==> src/rtl/pipeline_hazard_unit_pkg.sv <==
// Shared types for the pipeline hazard unit: ALU operand forward selects and selection helper.
package pipeline_hazard_unit_pkg;

  localparam int unsigned REG_AW_DEF = 5;
  localparam int unsigned CNT_W_DEF  = 16;

  // Operand-mux encoding decoded by the datapath.
  typedef enum logic [1:0] {
    FWD_RF  = 2'b00,
    FWD_MEM = 2'b01,
    FWD_WB  = 2'b10
  } fwd_sel_t;

  // Youngest producer wins; an unread operand always takes the register file.
  function automatic fwd_sel_t fwd_pick(input logic use_r, input logic hit_ex, input logic hit_mem);
    fwd_sel_t sel;
    sel = FWD_RF;
    if (use_r && hit_ex) begin
      sel = FWD_MEM;
    end else if (use_r && hit_mem) begin
      sel = FWD_WB;
    end
    return sel;
  endfunction

endpackage

==> src/rtl/pipeline_hazard_unit_if.sv <==
// Controller-side view of the hazard unit: ID-stage instruction info in, hold/flush/forward controls out.
interface pipeline_hazard_unit_if
  import pipeline_hazard_unit_pkg::*;
#(
  parameter int unsigned REG_AW = REG_AW_DEF,
  parameter int unsigned CNT_W  = CNT_W_DEF
) ();

  logic              run;
  logic              id_valid;
  logic [REG_AW-1:0] id_rs;
  logic [REG_AW-1:0] id_rt;
  logic              id_use_rs;
  logic              id_use_rt;
  logic              id_RegWr;
  logic              id_MemtoReg;
  logic [REG_AW-1:0] id_dst;
  logic              ex_redirect;

  logic              pc_hold;
  logic              ifid_hold;
  logic              ifid_flush;
  logic              idex_bubble;
  fwd_sel_t          fwd_a;
  fwd_sel_t          fwd_b;
  logic [CNT_W-1:0]  stall_cnt;
  logic [CNT_W-1:0]  flush_cnt;

  modport master (
    output run, id_valid, id_rs, id_rt, id_use_rs, id_use_rt,
           id_RegWr, id_MemtoReg, id_dst, ex_redirect,
    input  pc_hold, ifid_hold, ifid_flush, idex_bubble,
           fwd_a, fwd_b, stall_cnt, flush_cnt
  );

  modport slave (
    input  run, id_valid, id_rs, id_rt, id_use_rs, id_use_rt,
           id_RegWr, id_MemtoReg, id_dst, ex_redirect,
    output pc_hold, ifid_hold, ifid_flush, idex_bubble,
           fwd_a, fwd_b, stall_cnt, flush_cnt
  );

endinterface

==> src/rtl/hazard_sat_counter.sv <==
// Saturating event counter: counts enabled increments and sticks at all-ones.
module hazard_sat_counter #(
  parameter int unsigned CNT_W = 16
) (
  input  logic             clk,
  input  logic             rst_n,
  input  logic             en,
  input  logic             inc,
  output logic [CNT_W-1:0] count
);

  always_ff @(posedge clk or negedge rst_n) begin
    if (!rst_n) begin
      count <= '0;
    end else if (en && inc && (count != {CNT_W{1'b1}})) begin
      count <= count + CNT_W'(1);
    end
  end

endmodule

==> src/rtl/pipeline_hazard_unit.sv <==
// Hazard unit for the 5-stage pipeline: shadow scoreboard of EX/MEM producers drives
// load-use stalls, redirect flushes, registered operand forwarding and perf counters.
module pipeline_hazard_unit
  import pipeline_hazard_unit_pkg::*;
#(
  parameter int unsigned REG_AW = REG_AW_DEF,
  parameter int unsigned CNT_W  = CNT_W_DEF
) (
  input  logic                   clk,
  input  logic                   rst_n,
  pipeline_hazard_unit_if.slave  bus
);

  typedef struct packed {
    logic              valid;
    logic              wr;
    logic              load;
    logic [REG_AW-1:0] dst;
  } ex_entry_t;

  // The MEM entry only feeds WB forwarding, so the load flag is not carried past EX.
  typedef struct packed {
    logic              valid;
    logic              wr;
    logic [REG_AW-1:0] dst;
  } mem_entry_t;

  ex_entry_t  ex_q;
  ex_entry_t  ex_d;
  mem_entry_t mem_q;
  fwd_sel_t   fwd_a_q;
  fwd_sel_t   fwd_b_q;
  fwd_sel_t   fwd_a_d;
  fwd_sel_t   fwd_b_d;
  logic       active;
  logic       load_use;
  logic       squash;

  function automatic logic prod_hit(input logic v, input logic wr,
                                    input logic [REG_AW-1:0] dst, input logic [REG_AW-1:0] r);
    return v & wr & (dst != '0) & (dst == r);
  endfunction

  // Hazard detection and next EX entry / forward selects for the ID instruction.
  always_comb begin
    active   = bus.run & rst_n;
    load_use = bus.id_valid & ex_q.valid & ex_q.load & (ex_q.dst != '0) &
               ((bus.id_use_rs & (bus.id_rs == ex_q.dst)) |
                (bus.id_use_rt & (bus.id_rt == ex_q.dst)));
    squash   = bus.ex_redirect | load_use;

    ex_d    = '0;
    fwd_a_d = FWD_RF;
    fwd_b_d = FWD_RF;
    if (!squash && bus.id_valid) begin
      ex_d.valid = 1'b1;
      ex_d.wr    = bus.id_RegWr;
      ex_d.load  = bus.id_MemtoReg;
      ex_d.dst   = bus.id_dst;
      fwd_a_d    = fwd_pick(bus.id_use_rs,
                            prod_hit(ex_q.valid, ex_q.wr, ex_q.dst, bus.id_rs),
                            prod_hit(mem_q.valid, mem_q.wr, mem_q.dst, bus.id_rs));
      fwd_b_d    = fwd_pick(bus.id_use_rt,
                            prod_hit(ex_q.valid, ex_q.wr, ex_q.dst, bus.id_rt),
                            prod_hit(mem_q.valid, mem_q.wr, mem_q.dst, bus.id_rt));
    end
  end

  // Pipeline control; a redirect squashes the stalled instruction, so it wins over load-use.
  always_comb begin
    bus.pc_hold     = 1'b0;
    bus.ifid_hold   = 1'b0;
    bus.ifid_flush  = 1'b0;
    bus.idex_bubble = 1'b0;
    if (active) begin
      if (bus.ex_redirect) begin
        bus.ifid_flush  = 1'b1;
        bus.idex_bubble = 1'b1;
      end else if (load_use) begin
        bus.pc_hold     = 1'b1;
        bus.ifid_hold   = 1'b1;
        bus.idex_bubble = 1'b1;
      end
    end
  end

  always_ff @(posedge clk or negedge rst_n) begin
    if (!rst_n) begin
      ex_q    <= '0;
      mem_q   <= '0;
      fwd_a_q <= FWD_RF;
      fwd_b_q <= FWD_RF;
    end else if (bus.run) begin
      ex_q    <= ex_d;
      mem_q   <= '{valid: ex_q.valid, wr: ex_q.wr, dst: ex_q.dst};
      fwd_a_q <= fwd_a_d;
      fwd_b_q <= fwd_b_d;
    end
  end

  assign bus.fwd_a = fwd_a_q;
  assign bus.fwd_b = fwd_b_q;

  hazard_sat_counter #(.CNT_W(CNT_W)) u_stall_cnt (
    .clk   (clk),
    .rst_n (rst_n),
    .en    (bus.run),
    .inc   (load_use & ~bus.ex_redirect),
    .count (bus.stall_cnt)
  );

  hazard_sat_counter #(.CNT_W(CNT_W)) u_flush_cnt (
    .clk   (clk),
    .rst_n (rst_n),
    .en    (bus.run),
    .inc   (bus.ex_redirect),
    .count (bus.flush_cnt)
  );

endmodule

==> src/flat_wrapper.sv <==
// flat-port wrapper written by rule: the top's interface ports become plain ports
module pipeline_hazard_unit_flat import pipeline_hazard_unit_pkg::*;
#(
  parameter int unsigned REG_AW = REG_AW_DEF,
  parameter int unsigned CNT_W  = CNT_W_DEF
)
  (clk, rst_n, bus_run, bus_id_valid, bus_id_rs, bus_id_rt, bus_id_use_rs, bus_id_use_rt, bus_id_RegWr, bus_id_MemtoReg, bus_id_dst, bus_ex_redirect, bus_pc_hold, bus_ifid_hold, bus_ifid_flush, bus_idex_bubble, bus_fwd_a, bus_fwd_b, bus_stall_cnt, bus_flush_cnt);
  pipeline_hazard_unit_if #(.REG_AW(REG_AW), .CNT_W(CNT_W)) bus_i ();
  input  logic clk;
  input  logic rst_n;
  input wire logic [$bits(bus_i.run)-1:0] bus_run;
  input wire logic [$bits(bus_i.id_valid)-1:0] bus_id_valid;
  input wire logic [$bits(bus_i.id_rs)-1:0] bus_id_rs;
  input wire logic [$bits(bus_i.id_rt)-1:0] bus_id_rt;
  input wire logic [$bits(bus_i.id_use_rs)-1:0] bus_id_use_rs;
  input wire logic [$bits(bus_i.id_use_rt)-1:0] bus_id_use_rt;
  input wire logic [$bits(bus_i.id_RegWr)-1:0] bus_id_RegWr;
  input wire logic [$bits(bus_i.id_MemtoReg)-1:0] bus_id_MemtoReg;
  input wire logic [$bits(bus_i.id_dst)-1:0] bus_id_dst;
  input wire logic [$bits(bus_i.ex_redirect)-1:0] bus_ex_redirect;
  output wire logic [$bits(bus_i.pc_hold)-1:0] bus_pc_hold;
  output wire logic [$bits(bus_i.ifid_hold)-1:0] bus_ifid_hold;
  output wire logic [$bits(bus_i.ifid_flush)-1:0] bus_ifid_flush;
  output wire logic [$bits(bus_i.idex_bubble)-1:0] bus_idex_bubble;
  output wire logic [$bits(bus_i.fwd_a)-1:0] bus_fwd_a;
  output wire logic [$bits(bus_i.fwd_b)-1:0] bus_fwd_b;
  output wire logic [$bits(bus_i.stall_cnt)-1:0] bus_stall_cnt;
  output wire logic [$bits(bus_i.flush_cnt)-1:0] bus_flush_cnt;
  assign bus_i.run = bus_run;
  assign bus_i.id_valid = bus_id_valid;
  assign bus_i.id_rs = bus_id_rs;
  assign bus_i.id_rt = bus_id_rt;
  assign bus_i.id_use_rs = bus_id_use_rs;
  assign bus_i.id_use_rt = bus_id_use_rt;
  assign bus_i.id_RegWr = bus_id_RegWr;
  assign bus_i.id_MemtoReg = bus_id_MemtoReg;
  assign bus_i.id_dst = bus_id_dst;
  assign bus_i.ex_redirect = bus_ex_redirect;
  assign bus_pc_hold = bus_i.pc_hold;
  assign bus_ifid_hold = bus_i.ifid_hold;
  assign bus_ifid_flush = bus_i.ifid_flush;
  assign bus_idex_bubble = bus_i.idex_bubble;
  assign bus_fwd_a = bus_i.fwd_a;
  assign bus_fwd_b = bus_i.fwd_b;
  assign bus_stall_cnt = bus_i.stall_cnt;
  assign bus_flush_cnt = bus_i.flush_cnt;
  pipeline_hazard_unit #(.REG_AW(REG_AW), .CNT_W(CNT_W)) u_core (.clk(clk), .rst_n(rst_n), .bus(bus_i));
endmodule
==> config.mk <==
export PLATFORM = sky130hd
export DESIGN_NAME = pipeline_hazard_unit_flat
export DESIGN_NICKNAME = d
export VERILOG_FILES = /design/src/rtl/pipeline_hazard_unit_pkg.sv /design/src/rtl/pipeline_hazard_unit_if.sv /design/src/rtl/hazard_sat_counter.sv /design/src/rtl/pipeline_hazard_unit.sv /design/src/flat_wrapper.sv
export SDC_FILE = /design/constraint.sdc
export NUM_CORES = 1
export LEC_CHECK = 0
export CORE_ASPECT_RATIO = 0.9
export CORE_MARGIN = 10
export CORE_UTILIZATION = 36
export CTS_CLUSTER_DIAMETER = 200
export DETAILED_ROUTE_END_ITERATION = 12
export MAX_ROUTING_LAYER = met4
export PLACE_DENSITY = 0.72
export RECOVER_POWER = 25
export SLEW_MARGIN = 10
export SYNTH_ARGS = -nofsm -noshare
export SYNTH_HDL_FRONTEND = slang
export SYNTH_HIERARCHICAL = 1
export SYNTH_SLANG_ARGS = --single-unit
==> constraint.sdc <==
create_clock -name clk -period 2.03 [get_ports clk]
set_input_delay 0.203 -clock clk [delete_from_list [all_inputs] [get_ports clk]]
set_output_delay 0.203 -clock clk [all_outputs]
set_load 0.05 [all_outputs]
==> flow_summary_export.csv <==
group,metric,value,unit
run_status,outcome,"complete, but fails checks",
run_status,violations,"negative setup slack",
die,boundaryPins,64,
worst_setup_path,path_max_fanout,4,
die,chipHeight,102,um
synth,synth_edf_count,0,
timing,slew_headroom,16.8,%
timing,finalCritPeriodShare,114,%
routing,dr.pass1.iters,4,
synth,netlist_area,2670,um^2
place,place_hpwl,5490,um
place,pre_cts_slack,-0.462,ns
synth,synth_cell_types,40,
timing,grt_setup_unrepaired,"true",
timing,max_freq,434,MHz
timing,fin_crit,2.31,ns
place,port_buffers,63,
min_path,hp-class,"in -> async",
die,die_area,11300,um^2
finish,final_common_cell,"clkdlybuf4s50_1",
routing,drtIter0Drc,85,
cts,cts_tree,"done",
cts,cts-root-buf,"clkbuf_8",
cts,htree_levels,2,
routing,routed_wl,7680,um
timing,setup_violations,18,
place,placedCellCount,427,
global_routing,grt_pass1_vias,2433,
routing,vias,2317,
global_routing,overflow,0,
power,p_per_area,637,nW/um^2
synth,yosysSeqAreaShare,47.8,%
routing,via_per_inst,5.21,
synth,ys.flop_type,"dfrtp_1",
finish,design_area,4120,um^2
synth,synth_cells,244,
worst_setup_path,endpoint_kind,"output port",
synth,ys_seq_elements,51,
worst_setup_path,cp-start-kind,"flop",
die,start_util,37.5,%
die,die_w,111,um
finish,nNetsFinal,377,
synth,avgSynthCellArea,10.9,um^2
cts,clockBufferDepth,2,
global_routing,track_usage,13.7,%
cts,numCtsBuffers,5,
synth,synth_nets,270,
routing,wl_met2,3650,um
global_routing,grt_pass1_wl,12600,um
worst_setup_path,worstSetupPathType,"reg -> out",
timing,report.final.slew_viol_count,0,
routing,drc_errors,0,
timing,fin_setup_tns,-3.03,ns
cts,ctsHoldBuffers,0,
finish,area_growth,54.4,%
finish,fill_cells,616,
global_routing,antenna_found_initial,0,
routing,met1_length,3570,um
synth,ys_warn_count,6,
routing,antenna_left,0,
die,row_count,29,
routing,wire_per_inst,17.2,um
global_routing,grt_max_degree,52,
cts,cts_num_sinks,51,
worst_setup_path,cp_data_arrival_time,2.10,ns
finish,final_cell_mix,"58 x clkdlybuf4s50_1, 49 x dfrtp_1, 30 x buf_4, 30 x xor2_1, 17 x nand2_1",
timing,fin_skew,0.00993,ns
routing,maxUsedRoutingLayer,"met4",
finish,layoutNonFillerInstCount,445,
place,placed_cell_area,3700,um^2
power,ir_drop,701,uV
routing,wl_met3,364,um
finish,drive_above_1_share,29.0,%
synth,synth-async-reset-ratio,100,%
cts,clk_latency,0.31,ns
power,p_leak,1.86,nW
worst_setup_path,crit_required,1.83,ns
timing,hold_viol,0,
cts,clkTransAtPathRegs,0.09,ns
timing,worstMarginPinSlew,1.25,ns
finish,n_antenna_cell,0,
timing,fin_ws,-0.277,ns
job,maxCapViolCount,0,
place,place_congestion,0.908,
worst_setup_path,ff2ff_path_depth,11,
finish,fin_util,57.9,%
die,fp.coreArea,7110,um^2
[where the power goes]
group	total (mW)	switching (mW)	internal [mW]	leakage (nW)
combinational	0.693	0.398	0.295	1.13
clock	0.733	0.334	0.399	0.0612
sequential	1.20	0.106	1.09	0.670
total	2.62	0.838	1.79	1.86
[layer usage]
metal | global-route usage [%] | vias up
li1 | - | 1095
met1 | 17.1 | 1139
met2 | 22.0 | 74
met3 | 3.37 | 9
met4 | 3.10 | 0
met5 | - | -
[path summary, 6_finish.rpt]
| kind | slack, ns | endpoint | from |
|---|---|---|---|
| worst min register to register | 0.51 | u_core/u_flush_cnt/count[15] | u_core/u_flush_cnt/count[15] |
| min in group clk | 0.46 | u_core/ex_q[5] | bus_id_MemtoReg |
| worst min-delay path | 0.27 | u_core/bus.fwd_a[1] | rst_n |
| worst max-delay path | -0.28 | bus_idex_bubble | u_core/ex_q[3] |
| worst max register to register | -0.25 | u_core/u_stall_cnt/count[15] | u_core/ex_q[3] |
| max in group asynchronous | 0.90 | u_core/ex_q[2] | rst_n |
[synthesized netlist by cell type (3+ instances only)]
cell     count  area [um^2]
a22o_1       3         26.3
and2_1       4         25.0
nor4_1       8         50.1
xnor2_1     12          105
xor2_1      30          263
o21ai_0      3         15.0
nand3_1      5         25.0
mux2_2       9          101
and3_1       5         31.3
a21oi_1      3         15.0
nand4_1     13         81.3
nand2_1     18         67.6
o22ai_1      3         18.8
a32o_1       4         40.0
inv_1       12         45.0
nand4_2      4         50.1
nor2_1      13         48.8
dfrtp_1     51         1280
nor3_1      12         60.1
[stage by stage]
step | power, mW | hold WS [ns]
6_report | 2.62 | 0.267
5_1_grt | 2.76 | 0.400
4_1_cts | 2.65 | 0.0453
3_5_place_dp | 1.90 | 0.382
3_3_place_gp | 1.89 | 0.373
2_1_floorplan | 1.59 | -0.0926
[sequential cells by signal, indices dropped and copies added, names as in the netlist]
| register | count |
|---|---|
| u_core/bus.fwd_a | 2 |
| u_core/bus.fwd_b | 2 |
| u_core/ex_q | 8 |
| u_core/mem_q | 7 |
| u_core/u_flush_cnt/count | 16 |
| u_core/u_stall_cnt/count | 16 |
[layout make-up]
cell class / instances / area [um^2] / share of cell area [%]
clock buffer: 6 / 82.6 / 2.01
clock inverter: 2 / 35.0 / 0.851
inverter: 12 / 45.0 / 1.09
multi-input combinational: 178 / 1560 / 38.0
sequential: 51 / 1280 / 31.1
tap: 93 / 116 / 2.83
timing repair buffer: 103 / 996 / 24.2
[logic make-up after synthesis]
| kind of cell | count (synthesis) | share of synthesized area, % |
|---|---|---|
| mux | 13 | 5.68 |
| fa+ha+maj | 2 | 0.938 |
| compound gates | 26 | 8.02 |
| buf+inv | 15 | 2.25 |
| simple gates | 95 | 21.5 |
| flops | 51 | 47.8 |
| xor+xnor | 42 | 13.8 |
[repair_timing]
item / in CTS / in global routing
endpoints found under the setup margin: 19 / 22
resized for setup: 30 / 17
setup buffers: 7 / 3
pin swaps: 10 / 10
[critical path, stage by stage (launching register included)]
cell and delay (ns):
dfrtp_1 0.43, or4_4 0.58, o2111ai_4 0.24, o21bai_4 0.19
buf_6 0.14, a21oi_2 0.07, buf_12 0.15
Note: power is estimated with default switching activity, not from simulation.
